## src/rtl/alu_pkg.sv

```systemverilog
// alu_pkg: shared opcode encoding for the pipelined execute ALU.
// The 3-bit code set matches the original single-cycle alu so decode
// logic upstream does not change.
package alu_pkg;

    localparam int ALU_OP_W = 3;

    typedef enum logic [ALU_OP_W-1:0] {
        ALU_ADD = 3'b000,
        ALU_SLL = 3'b001,
        ALU_SRA = 3'b010,
        ALU_SUB = 3'b011,
        ALU_XOR = 3'b100,
        ALU_SRL = 3'b101,
        ALU_OR  = 3'b110,
        ALU_AND = 3'b111
    } alu_op_t;

    // True for the three shift codes, which only look at the low bits of b.
    function automatic logic isShiftOp(input alu_op_t op);
        return (op == ALU_SLL) || (op == ALU_SRA) || (op == ALU_SRL);
    endfunction

endpackage : alu_pkg

```

## src/rtl/alu_pipe_stage.sv

```systemverilog
// alu_pipe_stage: one register slice of the ALU result pipe.
// Holds a valid bit, the result word and its sideband tag. When en_i is
// high the slice loads whatever the previous slice (or the op mux) offers,
// including a bubble; when low it holds. Async reset clears everything.
module alu_pipe_stage #(
    parameter int WIDTH = 32,
    parameter int TAG_W = 4
) (
    input  logic             clk,
    input  logic             rst_n,
    input  logic             en_i,
    input  logic             valid_i,
    input  logic [WIDTH-1:0] data_i,
    input  logic [TAG_W-1:0] tag_i,
    output logic             valid_o,
    output logic [WIDTH-1:0] data_o,
    output logic [TAG_W-1:0] tag_o
);

    logic             valid_q, valid_d;
    logic [WIDTH-1:0] data_q,  data_d;
    logic [TAG_W-1:0] tag_q,   tag_d;

    // Next-state: load the upstream slot when enabled, otherwise hold.
    always_comb begin
        valid_d = valid_q;
        data_d  = data_q;
        tag_d   = tag_q;
        if (en_i) begin
            valid_d = valid_i;
            data_d  = data_i;
            tag_d   = tag_i;
        end
    end

    // Slice register with asynchronous clear so reset drops in-flight ops at once.
    always_ff @(posedge clk or negedge rst_n) begin
        if (!rst_n) begin
            valid_q <= 1'b0;
            data_q  <= '0;
            tag_q   <= '0;
        end else begin
            valid_q <= valid_d;
            data_q  <= data_d;
            tag_q   <= tag_d;
        end
    end

    assign valid_o = valid_q;
    assign data_o  = data_q;
    assign tag_o   = tag_q;

endmodule : alu_pipe_stage

```

## src/rtl/alu_pipe.sv

```systemverilog
// alu_pipe: pipelined execute ALU with valid/ready flow control.
// The result is computed combinationally when the op is accepted and then
// carried through LATENCY register slices. Each slice advances when it is
// empty or when the slice after it advances, so bubbles collapse and a
// stalled output backs the pipe up one slice at a time until ready_o drops.
module alu_pipe
    import alu_pkg::*;
#(
    parameter int WIDTH   = 32,
    parameter int LATENCY = 2,
    parameter int TAG_W   = 4
) (
    input  logic                clk,
    input  logic                rst_n,
    input  logic [ALU_OP_W-1:0] aluop,
    input  logic [WIDTH-1:0]    a,
    input  logic [WIDTH-1:0]    b,
    input  logic [TAG_W-1:0]    tag_i,
    input  logic                valid_i,
    output logic                ready_o,
    output logic [WIDTH-1:0]    f,
    output logic                zero_o,
    output logic [TAG_W-1:0]    tag_o,
    output logic                valid_o,
    input  logic                ready_i
);

    localparam int SHW = $clog2(WIDTH);

    alu_op_t          op;
    logic [SHW-1:0]   shamt;
    logic [WIDTH-1:0] result;

    // Per-slice enables and the values each slice would load.
    logic [LATENCY-1:0] en;
    logic [LATENCY-1:0] vIn;
    logic [WIDTH-1:0]   dIn [LATENCY];
    logic [TAG_W-1:0]   tIn [LATENCY];

    // Per-slice registered contents.
    logic [LATENCY-1:0] vS;
    logic [WIDTH-1:0]   dS  [LATENCY];
    logic [TAG_W-1:0]   tS  [LATENCY];

    assign op    = alu_op_t'(aluop);
    assign shamt = b[SHW-1:0];

    // Operation mux; add/sub wrap naturally, sra fills with a's sign bit.
    always_comb begin
        result = '0;
        case (op)
            ALU_ADD: result = a + b;
            ALU_SLL: result = a << shamt;
            ALU_SRA: result = $unsigned($signed(a) >>> shamt);
            ALU_SUB: result = a - b;
            ALU_XOR: result = a ^ b;
            ALU_SRL: result = a >> shamt;
            ALU_OR:  result = a | b;
            ALU_AND: result = a & b;
            default: result = '0;
        endcase
    end

    // Enable chain from the output backwards; the head frees when downstream takes it.
    always_comb begin
        en = '0;
        en[LATENCY-1] = ~vS[LATENCY-1] | ready_i;
        for (int k = LATENCY - 2; k >= 0; k--) begin
            en[k] = ~vS[k] | en[k+1];
        end
    end

    // Slice 0 is fed by the op mux; every later slice by its predecessor.
    always_comb begin
        vIn    = '0;
        vIn[0] = valid_i;
        dIn[0] = result;
        tIn[0] = tag_i;
        for (int k = 1; k < LATENCY; k++) begin
            vIn[k] = vS[k-1];
            dIn[k] = dS[k-1];
            tIn[k] = tS[k-1];
        end
    end

    for (genvar k = 0; k < LATENCY; k++) begin : g_stage
        alu_pipe_stage #(
            .WIDTH (WIDTH),
            .TAG_W (TAG_W)
        ) u_stage (
            .clk     (clk),
            .rst_n   (rst_n),
            .en_i    (en[k]),
            .valid_i (vIn[k]),
            .data_i  (dIn[k]),
            .tag_i   (tIn[k]),
            .valid_o (vS[k]),
            .data_o  (dS[k]),
            .tag_o   (tS[k])
        );
    end

    // Outputs are forced to zero whenever nothing valid sits at the head.
    assign ready_o = en[0];
    assign valid_o = vS[LATENCY-1];
    assign f       = vS[LATENCY-1] ? dS[LATENCY-1] : '0;
    assign tag_o   = vS[LATENCY-1] ? tS[LATENCY-1] : '0;
    assign zero_o  = vS[LATENCY-1] && (dS[LATENCY-1] == '0);

endmodule : alu_pipe
```

## config.mk

```make
export PLATFORM = sky130hd
export DESIGN_NAME = alu_pipe
export DESIGN_NICKNAME = d
export VERILOG_FILES = /design/src/rtl/alu_pkg.sv /design/src/rtl/alu_pipe_stage.sv /design/src/rtl/alu_pipe.sv
export SDC_FILE = /design/constraint.sdc
export NUM_CORES = 1
export LEC_CHECK = 0
export BUFFER_PORTS_ARGS = -buffer_cell sky130_fd_sc_hd__buf_2
export CORE_UTILIZATION = 60
export CTS_BUF_LIST = sky130_fd_sc_hd__clkbuf_8
export DETAILED_ROUTE_END_ITERATION = 6
export HOLD_SLACK_MARGIN = 0.1
export PLACE_DENSITY = 0.9
export SYNTH_ARGS = -nofsm -noshare
export SYNTH_HDL_FRONTEND = slang
export SYNTH_SLANG_ARGS = --single-unit
```

## constraint.sdc

```tcl
create_clock -name clk -period 5.45 [get_ports clk]
set_clock_uncertainty 0.15 [all_clocks]
set_input_delay 1.09 -clock clk [delete_from_list [all_inputs] [get_ports clk]]
set_output_delay 1.09 -clock clk [all_outputs]
set_load 0.1 [all_outputs]
```

# Word-level counts from Yosys, hierarchy flattened
# Cells that the tools add are included.
[totals]
word_cells = 31
ff_bits = 74
out_inout_bits = 39
[classes]
n_reduce_logical = 3
muxes = 3
n_eq_ne = 7
shift = 3
n_bitwise = 7
add_sub_neg = 2
[op_table]
columns = ["op", "count"]
rows = [
  ["$pmux W32 S8", 1],
  ["$add A32 B32 Y32", 1],
  ["$and A32 B32 Y32", 1],
  ["$logic_not A32 Y1", 1],
  ["$mux W32", 1],
  ["$or A32 B32 Y32", 1],
  ["$shl A32 B5 Y32", 1],
  ["$shr A32 B5 Y32", 1],
  ["$sshr A32 B5 Y32", 1],
  ["$sub A32 B32 Y32", 1],
  ["$xor A32 B32 Y32", 1],
  ["$eq A3 B3 Y1 const B", 4],
  ["$eq A3 B2 Y1 const B", 2],
  ["$mux W4", 1],
  ["$eq A3 B1 Y1 const B", 1],
  ["$logic_not A3 Y1", 1],
  ["$not A1 Y1", 2],
  ["$or A1 B1 Y1", 2],
  ["$logic_and A1 B1 Y1", 1],
]

# Longest topological paths before layout
# Gate-level depths: netlist (run 1).
[depth]
ltp_word = 3
depth_mapped = 21
ltp_nobuf = 16

# By module
# From an unflattened synthesis (run 1), not the netlist that was laid out.
[hier_totals]
hier_cells = 1360
area_unflattened_um2 = 11217.0
[by_module_without_submodules]
columns = ["mod", "seq_area_each_um2", "cells_each", "area_per_inst_um2", "instances"]
rows = [
  ["alu_pipe", 0.0, 1204, 8164.1, 1],
  ["alu_pipe_stage", 925.9, 78, 1526.5, 2],
]

# Worst setup path before layout (run 1)
# Ideal clock, no wire load.
[synth_path]
path_kind = "input port to flip-flop"
from = "input port b[0]"
to = "register g_stage[0].u_stage.data_q[29]"
n_path_buf = 5
t_required_ns = 5.170
path_slack_ns = 0.459
path_stages = 21
setup_time_ns = 0.130
t_arrival_ns = 4.711
cell_sequence = "buf_6 buf_12 buf_12 buf_4 buf_4 inv_1 ha_1 nand2_1 nor3_1 nand2_1 nor4_1 nor2_1 xnor2_1 ha_1 inv_1 o31ai_1 nor2b_1 a31oi_1 nand4_1 a211oi_1 nor3_1"
[synth_via]
elab_chain_cells = 2
word_cells_on_any_way = 6
classes_between = "add/sub (2); shift (3); mux (1)"
[synth_rtl]
columns = ["item", "line", "text"]
rows = [
  ["start, declared", "alu_pipe.sv:17", "input logic [WIDTH-1:0] b,"],
  ["$sub A32 B32 Y32 (tied with other cells)", "alu_pipe.sv:55", "ALU_SUB: result = a - b;"],
  ["$pmux W32 S8 (*)", "alu_pipe.sv:51", "case (op)"],
  ["end signal, assigned", "alu_pipe_stage.sv:44", "data_q <= data_d;"],
  ["end, declared", "alu_pipe_stage.sv:21", "logic [WIDTH-1:0] data_q, data_d;"],
]
# Mark *: on every way between the ends. The rest lies on a longest branch, timed or not.
# A chain may end at the register's enable or synchronous reset.

# Worst setup path in the final report (run 1)
[layout_path]
from = "input port b[7]"
to = "register g_stage[0].u_stage.data_q[29]"
[layout_via]
elab_chain_cells = 2
word_cells_on_any_way = 3
classes_between = "add/sub (2); mux (1)"
[layout_rtl]
columns = ["item", "line"]
rows = [
  ["$sub A32 B32 Y32 or $add A32 B32 Y32 (tied branches)", "alu_pipe.sv:55, alu_pipe.sv:52"],
  ["$pmux W32 S8 (*)", "alu_pipe.sv:51"],
]
# Marks and branches as above.

==> results of run 1 <==
-- final cells by class --
cell class | count | area share [%]
tap | 229 | 2.41
timing repair buffer | 148 | 7.02
clock buffer | 10 | 1.16
multi-input combinational | 1105 | 70.5
sequential | 74 | 15.6
inverter | 80 | 2.53
clock inverter | 6 | 0.801
-- power groups by stage --
stage                     logic [mW]  clock network, mW  registers (mW)
after floorplan                 1.31                  0           0.738
after global placement          1.69                  0           0.776
after global routing            1.87              0.535           0.792
final                           1.77              0.507           0.780
after CTS                       1.73              0.509           0.774
after detailed placement        1.72                  0           0.783
-- registers in the layout, indices dropped and copies added, names as in the netlist --
name                     count
g_stage.u_stage.valid_o      2
g_stage.u_stage.data_o      64
g_stage.u_stage.tag_o        8
-- cells in the mapped netlist, drive strengths merged, types with 15 or more instances --
| library cell | instances |
|---|---|
| dfrtp | 74 |
| nor2 | 161 |
| buf | 32 |
| inv | 79 |
| o21ai | 94 |
| a21oi | 101 |
| mux4 | 52 |
| a22o | 15 |
| ha | 97 |
| nand2 | 103 |
| nand2b | 16 |
| xnor2 | 40 |
| mux2i | 34 |
| mux2 | 53 |
| nor3 | 21 |
| a211oi | 18 |
| and2 | 40 |
| nand3 | 24 |
| clkbuf | 62 |
| o22ai | 18 |
| a31oi | 20 |
-- routing by layer --
metal / vias to the layer above / routed length [microns]
li1: 5148 / -
met1: 5546 / 16700
met2: 782 / 18400
met3: 170 / 4370
met4: 0 / 2330
met5: - / 0
-- cell families (layout without fill, tap and decap cells) --
kind of cell    count (synthesis)  after routing  share of synthesized area, %
buf+inv                       174            244                          6.79
xor+xnor                       47             47                          3.75
flops                          74             74                          16.9
fa+ha+maj                      98             98                          11.2
simple gates                  433            433                          18.5
mux                           139            139                          19.7
compound gates                388            388                          23.1
-- layout by cell type (no fill, tap or decap), types with 9 or more instances in the layout --
cell / netlist / routed
sky130_fd_sc_hd__o221ai_1: 9 / 9
sky130_fd_sc_hd__xnor2_1: 40 / 40
sky130_fd_sc_hd__nand2b_1: 16 / 16
sky130_fd_sc_hd__nor3_1: 21 / 21
sky130_fd_sc_hd__mux2_2: 53 / 53
sky130_fd_sc_hd__mux2i_1: 34 / 34
sky130_fd_sc_hd__nor2_1: 161 / 161
sky130_fd_sc_hd__mux4_1: 15 / 15
sky130_fd_sc_hd__o22ai_1: 18 / 18
sky130_fd_sc_hd__mux4_2: 37 / 37
sky130_fd_sc_hd__a221oi_1: 14 / 14
sky130_fd_sc_hd__or3_1: 11 / 11
sky130_fd_sc_hd__clkbuf_8: 0 / 10
sky130_fd_sc_hd__a21oi_1: 100 / 100
sky130_fd_sc_hd__buf_4: 5 / 37
sky130_fd_sc_hd__a211oi_1: 17 / 17
sky130_fd_sc_hd__nand4_1: 9 / 9
sky130_fd_sc_hd__a21o_1: 14 / 14
sky130_fd_sc_hd__ha_1: 97 / 97
sky130_fd_sc_hd__a22oi_1: 11 / 11
sky130_fd_sc_hd__nor4_1: 14 / 14
sky130_fd_sc_hd__a22o_1: 15 / 15
sky130_fd_sc_hd__inv_1: 78 / 78
sky130_fd_sc_hd__and2_1: 39 / 39
sky130_fd_sc_hd__nand2_1: 103 / 103
sky130_fd_sc_hd__a31oi_1: 20 / 20
sky130_fd_sc_hd__buf_2: 14 / 111
sky130_fd_sc_hd__dfrtp_1: 74 / 74
sky130_fd_sc_hd__o211ai_1: 13 / 13
sky130_fd_sc_hd__o21ai_0: 92 / 92
sky130_fd_sc_hd__nand3_1: 24 / 24
-- through the flow --
stage / hold slack (ps) / instance area [sq um] / setup slack, ps / cells
global placement: 285 / 11600 / 308 / 1636
finish: 303 / 11900 / 332 / 1652
floorplan: 276 / 11000 / 459 / 1353
CTS: 309 / 11900 / 463 / 1652
detailed placement: 290 / 11600 / 130 / 1636
global route: 335 / 11900 / 93.8 / 1652
-- critical path: cells and delay by family --
kind	cells	cell delay (ps)
xor gates and xnor gates	1	140
adders and majority gates	1	350
and+or+nand+nor	9	2280
buffers and inverters	2	200
AOI/OAI and AO/OA	3	1140
-- path summary, 6_finish.rpt --
path                                       startpoint  depth (start not counted)                       endpoint  slack, ps
setup / recovery                                 b[7]                         16  g_stage[0].u_stage.data_o[29]        330
hold / removal             g_stage[0].u_stage.valid_o                          1     g_stage[1].u_stage.valid_o        300
setup reg to reg           g_stage[1].u_stage.valid_o                          7  g_stage[0].u_stage.data_o[29]       2390
hold reg to reg            g_stage[0].u_stage.valid_o                          1     g_stage[1].u_stage.valid_o        300
max in group asynchronous                       rst_n                          1  g_stage[0].u_stage.data_o[22]       3820
min in group asynchronous                       rst_n                          1     g_stage[1].u_stage.valid_o        710
==> impl_metrics.prom, run 1 <==
# TYPE chip_impl_metric gauge
chip_impl_info{name="run_status",value="completed"} 1
chip_impl_info{name="clock_tree.root_cell",value="sky130_fd_sc_hd__clkbuf_8"} 1
chip_impl_metric{name="yosys.area.top_type_share",unit="%"} 16.9
chip_impl_metric{name="grt_antenna_before_repair",unit=""} 0
chip_impl_metric{name="finalWorstPathRequiredPeriod",unit="ps"} 5120
chip_impl_metric{name="num_io_pins",unit=""} 114
chip_impl_info{name="crit_path_top_delay_cell",value="sky130_fd_sc_hd__o31ai_1"} 1
chip_impl_metric{name="slew-limit-headroom",unit="%"} 31.5
chip_impl_metric{name="postRouteAntennaNets",unit=""} 0
chip_impl_metric{name="filler_cell_count",unit=""} 1515
chip_impl_info{name="timing_worst_setup_path_type",value="in -> reg"} 1
chip_impl_info{name="cp-end-kind",value="register"} 1
chip_impl_metric{name="slew_viol_final",unit=""} 0
chip_impl_metric{name="power.ir.vdd_worst",unit="mV"} 0.293
chip_impl_metric{name="seq_total_area_yosys",unit="%"} 16.9
chip_impl_metric{name="utilization",unit="%"} 66.1
chip_impl_info{name="busiest_layer",value="met2"} 1
chip_impl_metric{name="grt_remaining_overflow",unit=""} 0
chip_impl_info{name="critical_path.startpoint_type",value="primary input"} 1
chip_impl_metric{name="detail_route.iter0.violations",unit=""} 1625
chip_impl_metric{name="synth_seq_cells",unit=""} 74
chip_impl_metric{name="power.share.combinational",unit="%"} 57.9
chip_impl_metric{name="core.rowCount",unit=""} 49
chip_impl_metric{name="drc_violations_left",unit=""} 0
chip_impl_metric{name="timing_worst_slew_pin_value",unit="ps"} 1020
chip_impl_metric{name="routed_wire_length_per_instance",unit="microns"} 25.4
chip_impl_metric{name="yosys.cell_types.count",unit=""} 76
chip_impl_metric{name="report.final.hold_viol_count",unit=""} 0
chip_impl_metric{name="die-width",unit="microns"} 137
chip_impl_metric{name="synth_edf_count",unit=""} 0
chip_impl_metric{name="dieArea",unit="sq mm"} 0.0188
chip_impl_metric{name="total_clock_sinks",unit=""} 74
chip_impl_metric{name="yosys_warnings",unit=""} 0
chip_impl_metric{name="num-nets-final",unit=""} 1591
chip_impl_metric{name="power_density",unit="mW/mm^2"} 257
chip_impl_info{name="rsz0062_at_grt",value="no"} 1
chip_impl_metric{name="vias_in_the_first_global_route",unit=""} 10500
chip_impl_metric{name="gr-usage-met3",unit="%"} 9.97
chip_impl_metric{name="power",unit="mW"} 3.06
chip_impl_metric{name="async_reset_ff_share",unit="%"} 100
chip_impl_metric{name="cts_h_tree_lvls",unit=""} 3
chip_impl_metric{name="setup_violations",unit=""} 0
chip_impl_info{name="synth_top_area_cell",value="sky130_fd_sc_hd__dfrtp_1"} 1
chip_impl_metric{name="sw_pwr",unit="mW"} 1.57
chip_impl_metric{name="detailed_place_hpwl",unit="microns"} 32000
chip_impl_metric{name="globalRouteTotalUtil",unit="%"} 44.6
chip_impl_metric{name="initial_core_utilization",unit="%"} 61.1
chip_impl_info{name="yosys_most_used_dff",value="sky130_fd_sc_hd__dfrtp_1"} 1
chip_impl_metric{name="share_clk_of_total_power",unit="%"} 16.6
chip_impl_metric{name="gr-usage-met2",unit="%"} 68.7
chip_impl_metric{name="global_route_wire_length_before_repair",unit="microns"} 62200
chip_impl_info{name="hold_class",value="reg -> reg"} 1
chip_impl_metric{name="final-seq-area",unit="sq mm"} 0.00185
chip_impl_metric{name="globalplace.congestion",unit=""} 1.04
chip_impl_metric{name="place.port_buffers",unit=""} 113
chip_impl_metric{name="area_delta_synth_final",unit="%"} 8.28
chip_impl_metric{name="multiInputGateArea",unit="sq mm"} 0.00837
chip_impl_metric{name="num_antenna_cells",unit=""} 0
chip_impl_metric{name="finalWirelength",unit="microns"} 41900
chip_impl_metric{name="syn-mean-instance-area",unit="sq um"} 8.11
chip_impl_metric{name="pwr-share-seq",unit="%"} 25.5
chip_impl_metric{name="total_leakage_power",unit="nW"} 5.27
chip_impl_metric{name="critical_path_arrival",unit="ps"} 5210
chip_impl_metric{name="cts_resized",unit=""} 0
chip_impl_metric{name="synth_area",unit="sq mm"} 0.0110
chip_impl_metric{name="clk-insertion-delay-late",unit="ps"} 360
chip_impl_info{name="cts_tree",value="built"} 1
chip_impl_info{name="critical_path.cell_chain",value="buf_2 -> nor4_1 -> nand3_1 -> nor3_1 -> nand2_1 -> nor4_1 -> nor2_1 -> xnor2_1 -> ha_1 -> inv_1 -> o31ai_1 -> nor2b_1 -> a31oi_1 -> nand4_1 -> a211oi_1 -> nor3_1"} 1
chip_impl_metric{name="final_min_period_over_clock_period",unit="%"} 93.9
chip_impl_metric{name="power_switching_share",unit="%"} 51.4
chip_impl_metric{name="grt_use_met1",unit="%"} 58.8
chip_impl_metric{name="cts_hold_buf",unit=""} 0
chip_impl_metric{name="worst-endpoint-required",unit="ps"} 5540
chip_impl_metric{name="clockBufferDepth",unit=""} 2
chip_impl_metric{name="power_report.internal_total",unit="mW"} 1.48
chip_impl_metric{name="worst_setup_hold_path_clk_slew",unit="ps"} 90
chip_impl_metric{name="max-cap-violations",unit=""} 0
chip_impl_metric{name="die_h",unit="microns"} 137
chip_impl_metric{name="drt-vias-per-instance",unit=""} 7.05
chip_impl_metric{name="detailedRoute.firstPassIterationCount",unit=""} 7
chip_impl_info{name="synth.area.top_cells",value="sky130_fd_sc_hd__dfrtp_1, sky130_fd_sc_hd__ha_1, sky130_fd_sc_hd__mux4_2"} 1
chip_impl_metric{name="critical_path.max_stage_delay",unit="ps"} 530
chip_impl_metric{name="core_area",unit="sq mm"} 0.0180
chip_impl_metric{name="cts_inserted_buffers",unit=""} 9
chip_impl_metric{name="crit_path_max_fanout",unit=""} 6
chip_impl_metric{name="syn-num-nets",unit=""} 1526
chip_impl_metric{name="largest_net_degree_at_the_start_of_global_routing",unit=""} 75
chip_impl_metric{name="achievable-frequency",unit="GHz"} 0.195
chip_impl_metric{name="drive_gt1_share",unit="%"} 18.8
chip_impl_metric{name="postSynthCellCount",unit=""} 1353
chip_impl_metric{name="post_cts_buffers",unit=""} 0
chip_impl_metric{name="via_count",unit=""} 11600
chip_impl_metric{name="fin_tns_setup",unit="ps"} 0
Note: power is estimated with default switching activity, not from simulation.
==> run 2: changes to the inputs <==
- ABC_AREA: not set -> 1
==> impl_metrics.prom, run 2 <==
# TYPE chip_impl_metric gauge
chip_impl_metric{name="die-width",unit="microns"} 143
chip_impl_metric{name="fin_tns_setup",unit="ps"} 0
chip_impl_metric{name="achievable-frequency",unit="GHz"} 0.217
chip_impl_info{name="rsz0062_at_grt",value="no"} 1
chip_impl_metric{name="yosys.cell_types.count",unit=""} 48
chip_impl_metric{name="report.final.hold_viol_count",unit=""} 0
chip_impl_metric{name="drt-vias-per-instance",unit=""} 5.95
chip_impl_info{name="hold_class",value="reg -> reg"} 1
chip_impl_metric{name="total_clock_sinks",unit=""} 74
chip_impl_metric{name="timing_worst_slew_pin_value",unit="ps"} 1150
chip_impl_metric{name="max-cap-violations",unit=""} 0
chip_impl_info{name="critical_path.startpoint_type",value="primary input"} 1
chip_impl_info{name="yosys_most_used_dff",value="sky130_fd_sc_hd__dfrtp_1"} 1
chip_impl_info{name="most-common-layout-cells",value="sky130_fd_sc_hd__nand2_1, sky130_fd_sc_hd__nand3_1, sky130_fd_sc_hd__inv_1"} 1
chip_impl_metric{name="wire_length_on_met3",unit="microns"} 5830
chip_impl_metric{name="clockBufferDepth",unit=""} 2
chip_impl_metric{name="finalWirelength",unit="microns"} 47000
chip_impl_metric{name="detailed_place_hpwl",unit="microns"} 36700
chip_impl_metric{name="metal2_wl",unit="microns"} 19600
chip_impl_metric{name="drive_gt1_share",unit="%"} 8.43
chip_impl_metric{name="grt_antenna_before_repair",unit=""} 0
chip_impl_metric{name="final_min_period_over_clock_period",unit="%"} 84.4
chip_impl_metric{name="detailedRoute.firstPassIterationCount",unit=""} 7
chip_impl_metric{name="synth_edf_count",unit=""} 0
chip_impl_metric{name="syn-mean-instance-area",unit="sq um"} 5.51
chip_impl_metric{name="seq_total_area_yosys",unit="%"} 15.4
chip_impl_metric{name="globalRouteTotalUtil",unit="%"} 46.2
chip_impl_info{name="cp-end-kind",value="register"} 1
chip_impl_metric{name="dpl_worst_slack",unit="ps"} 611
chip_impl_metric{name="number_of_flip_flops_in_the_largest_register",unit=""} 64
chip_impl_info{name="violations",value="design-rule violations"} 1
chip_impl_info{name="yosys.cell_count.top_type",value="sky130_fd_sc_hd__nand2_1"} 1
chip_impl_info{name="mostFrequentLayoutCell",value="sky130_fd_sc_hd__nand2_1"} 1
chip_impl_metric{name="worst-endpoint-required",unit="ps"} 5560
chip_impl_metric{name="global_route_wire_length_before_repair",unit="microns"} 72300
chip_impl_metric{name="cts_hold_buf",unit=""} 0
chip_impl_metric{name="total_leakage_power",unit="nW"} 7.61
chip_impl_metric{name="cts_h_tree_lvls",unit=""} 3
chip_impl_metric{name="num-nets-final",unit=""} 2397
chip_impl_metric{name="core.rowCount",unit=""} 51
chip_impl_metric{name="final_critical_path_setup_slack",unit="ps"} 850
chip_impl_info{name="synth.area.top_cells",value="sky130_fd_sc_hd__nand2_1, sky130_fd_sc_hd__dfrtp_1, sky130_fd_sc_hd__nand3_1"} 1
chip_impl_metric{name="dieArea",unit="sq mm"} 0.0206
chip_impl_metric{name="die_h",unit="microns"} 143
chip_impl_metric{name="clk-insertion-delay-late",unit="ps"} 380
chip_impl_metric{name="detail_route.iter0.violations",unit=""} 1931
chip_impl_metric{name="vias_in_the_first_global_route",unit=""} 13300
chip_impl_metric{name="power_density",unit="mW/mm^2"} 226
chip_impl_metric{name="finalWorstPathRequiredPeriod",unit="ps"} 4600
chip_impl_metric{name="cts_resized",unit=""} 0
chip_impl_metric{name="critical_path_arrival",unit="ps"} 4710
chip_impl_info{name="clock_tree.root_cell",value="sky130_fd_sc_hd__clkbuf_8"} 1
chip_impl_metric{name="slew-limit-headroom",unit="%"} 23.4
chip_impl_metric{name="num_io_pins",unit=""} 114
chip_impl_metric{name="yosys_warnings",unit=""} 0
chip_impl_metric{name="area_delta_synth_final",unit="%"} 6.51
chip_impl_metric{name="drt-met1-wl",unit="microns"} 19100
chip_impl_metric{name="syn-num-nets",unit=""} 2348
chip_impl_info{name="maxUsedRoutingLayer",value="met4"} 1
chip_impl_metric{name="synth_seq_cells",unit=""} 74
chip_impl_metric{name="synth_area",unit="sq mm"} 0.0120
chip_impl_info{name="timing_worst_setup_path_type",value="in -> reg"} 1
chip_impl_metric{name="num_antenna_cells",unit=""} 0
chip_impl_metric{name="crit_path_max_fanout",unit=""} 17
chip_impl_metric{name="grt_remaining_overflow",unit=""} 0
chip_impl_metric{name="yosys.area.top_type_share",unit="%"} 24.3
chip_impl_metric{name="place.port_buffers",unit=""} 113
chip_impl_metric{name="cts_inserted_buffers",unit=""} 9
chip_impl_metric{name="power.ir.vdd_worst",unit="mV"} 0.145
chip_impl_info{name="ys_top_cells_by_count",value="sky130_fd_sc_hd__nand2_1, sky130_fd_sc_hd__nand3_1, sky130_fd_sc_hd__inv_1"} 1
chip_impl_metric{name="postSynthCellCount",unit=""} 2175
chip_impl_info{name="cts_tree",value="built"} 1
chip_impl_info{name="run_status",value="complete, but fails checks"} 1
chip_impl_metric{name="setup_violations",unit=""} 0
chip_impl_metric{name="via_count",unit=""} 14800
chip_impl_metric{name="routed_wire_length_per_instance",unit="microns"} 18.8
chip_impl_metric{name="slew_viol_final",unit=""} 0
chip_impl_metric{name="initial_core_utilization",unit="%"} 61.4
chip_impl_metric{name="async_reset_ff_share",unit="%"} 100
chip_impl_metric{name="postRouteAntennaNets",unit=""} 0
chip_impl_metric{name="drc_violations_left",unit=""} 4
chip_impl_metric{name="worst_setup_hold_path_clk_slew",unit="ps"} 100
chip_impl_info{name="synth_top_area_cell",value="sky130_fd_sc_hd__nand2_1"} 1
chip_impl_metric{name="largest_net_degree_at_the_start_of_global_routing",unit=""} 74
chip_impl_metric{name="core_area",unit="sq mm"} 0.0195
chip_impl_metric{name="post_cts_buffers",unit=""} 0
chip_impl_metric{name="globalplace.congestion",unit=""} 1.04
## run 2: cell types whose count changed after synthesis, moves of 27 or more
cell	change
sky130_fd_sc_hd__o21ai_0	-38
sky130_fd_sc_hd__clkbuf_1	-31
sky130_fd_sc_hd__xnor2_1	-37
sky130_fd_sc_hd__nand2_1	+674
sky130_fd_sc_hd__a21oi_1	-43
sky130_fd_sc_hd__xor2_1	+27
sky130_fd_sc_hd__nand3_1	+331
sky130_fd_sc_hd__inv_1	+218
sky130_fd_sc_hd__and2_1	-31
sky130_fd_sc_hd__mux4_2	-37
sky130_fd_sc_hd__mux2i_1	-34
sky130_fd_sc_hd__mux2_2	-53
## run 2: per-layer routing
layer	up-vias	GRT usage (%)
li1	7020	-
met1	6640	61.8
met2	1012	70.2
met3	168	10.0
met4	0	22.3
met5	-	0
## run 2: cell type report
class	count	area (sq um)
flip-flops and latches	74	1850
clock inverters	7	85.1
repair buffers	130	693
inverters	308	1170
well taps	265	332
multi-input cells	1701	8520
clock buffers	9	124
fillers	1970	6750
## run 2: path summary, 6_finish.rpt
path	depth (start not counted)	start	end	slack [ps]
worst max-delay path	22	b[4]	g_stage[0].u_stage.data_o[22]	850
worst min-delay path	2	g_stage[0].u_stage.tag_o[1]	g_stage[1].u_stage.tag_o[1]	320
worst max register to register	10	g_stage[1].u_stage.valid_o	g_stage[0].u_stage.data_o[20]	2340
worst min register to register	2	g_stage[0].u_stage.tag_o[1]	g_stage[1].u_stage.tag_o[1]	320
max in group asynchronous	2	rst_n	g_stage[1].u_stage.data_o[13]	3370
min in group asynchronous	1	rst_n	g_stage[1].u_stage.data_o[5]	720
## run 2: stage by stage
step                      area, sq um  hold slack, ps  utilization (%)  total power, mW  std cells
after floorplan                 12000             273                -             1.93       2175
after global placement          12600             301             64.3             2.33       2478
after detailed placement        12600             302             64.3             2.36       2478
after CTS                       12800             323             65.4             2.83       2494
after global routing            12800             349             65.4             3.05       2494
final                           12800             318             65.4             2.88       2494
## run 2: worst max-delay path, stage by stage
cell                      delay [ps]
sky130_fd_sc_hd__buf_2           220
sky130_fd_sc_hd__nor2_4          450
sky130_fd_sc_hd__nand2_1         180
sky130_fd_sc_hd__nor2_2          190
sky130_fd_sc_hd__nand2_2         140
sky130_fd_sc_hd__nor3_2          200
sky130_fd_sc_hd__nand3_1         160
sky130_fd_sc_hd__nand2_1         100
sky130_fd_sc_hd__xor2_1          140
sky130_fd_sc_hd__inv_1            50
sky130_fd_sc_hd__ha_1            410
sky130_fd_sc_hd__nand2_1         130
sky130_fd_sc_hd__nor2_1          210
sky130_fd_sc_hd__nand2_1         130
sky130_fd_sc_hd__inv_1           100
sky130_fd_sc_hd__nand3_1         130
sky130_fd_sc_hd__nand3_1         120
sky130_fd_sc_hd__nand2_1          60
sky130_fd_sc_hd__nand3_1         110
sky130_fd_sc_hd__nand3_1         170
sky130_fd_sc_hd__nand2_1         120
sky130_fd_sc_hd__nand2_1          50
## run 2: kinds of logic after synthesis
family | after synthesis | share of synthesized area, %
AND/OR/NAND/NOR | 1398 | 49.7
flip-flops | 74 | 15.4
adder cells (fa/ha/maj) | 98 | 10.3
XOR/XNOR | 37 | 2.70
buffers and inverters | 400 | 13.6
AO/OA/AOI/OAI | 168 | 8.25
## run 2: where the power goes
part	switching (mW)	total [mW]	internal (mW)	leakage, nW
combinational	1.26	1.67	0.406	6.60
sequential	0.0886	0.745	0.657	0.900
clock	0.251	0.471	0.220	0.106
total	1.60	2.88	1.28	7.61
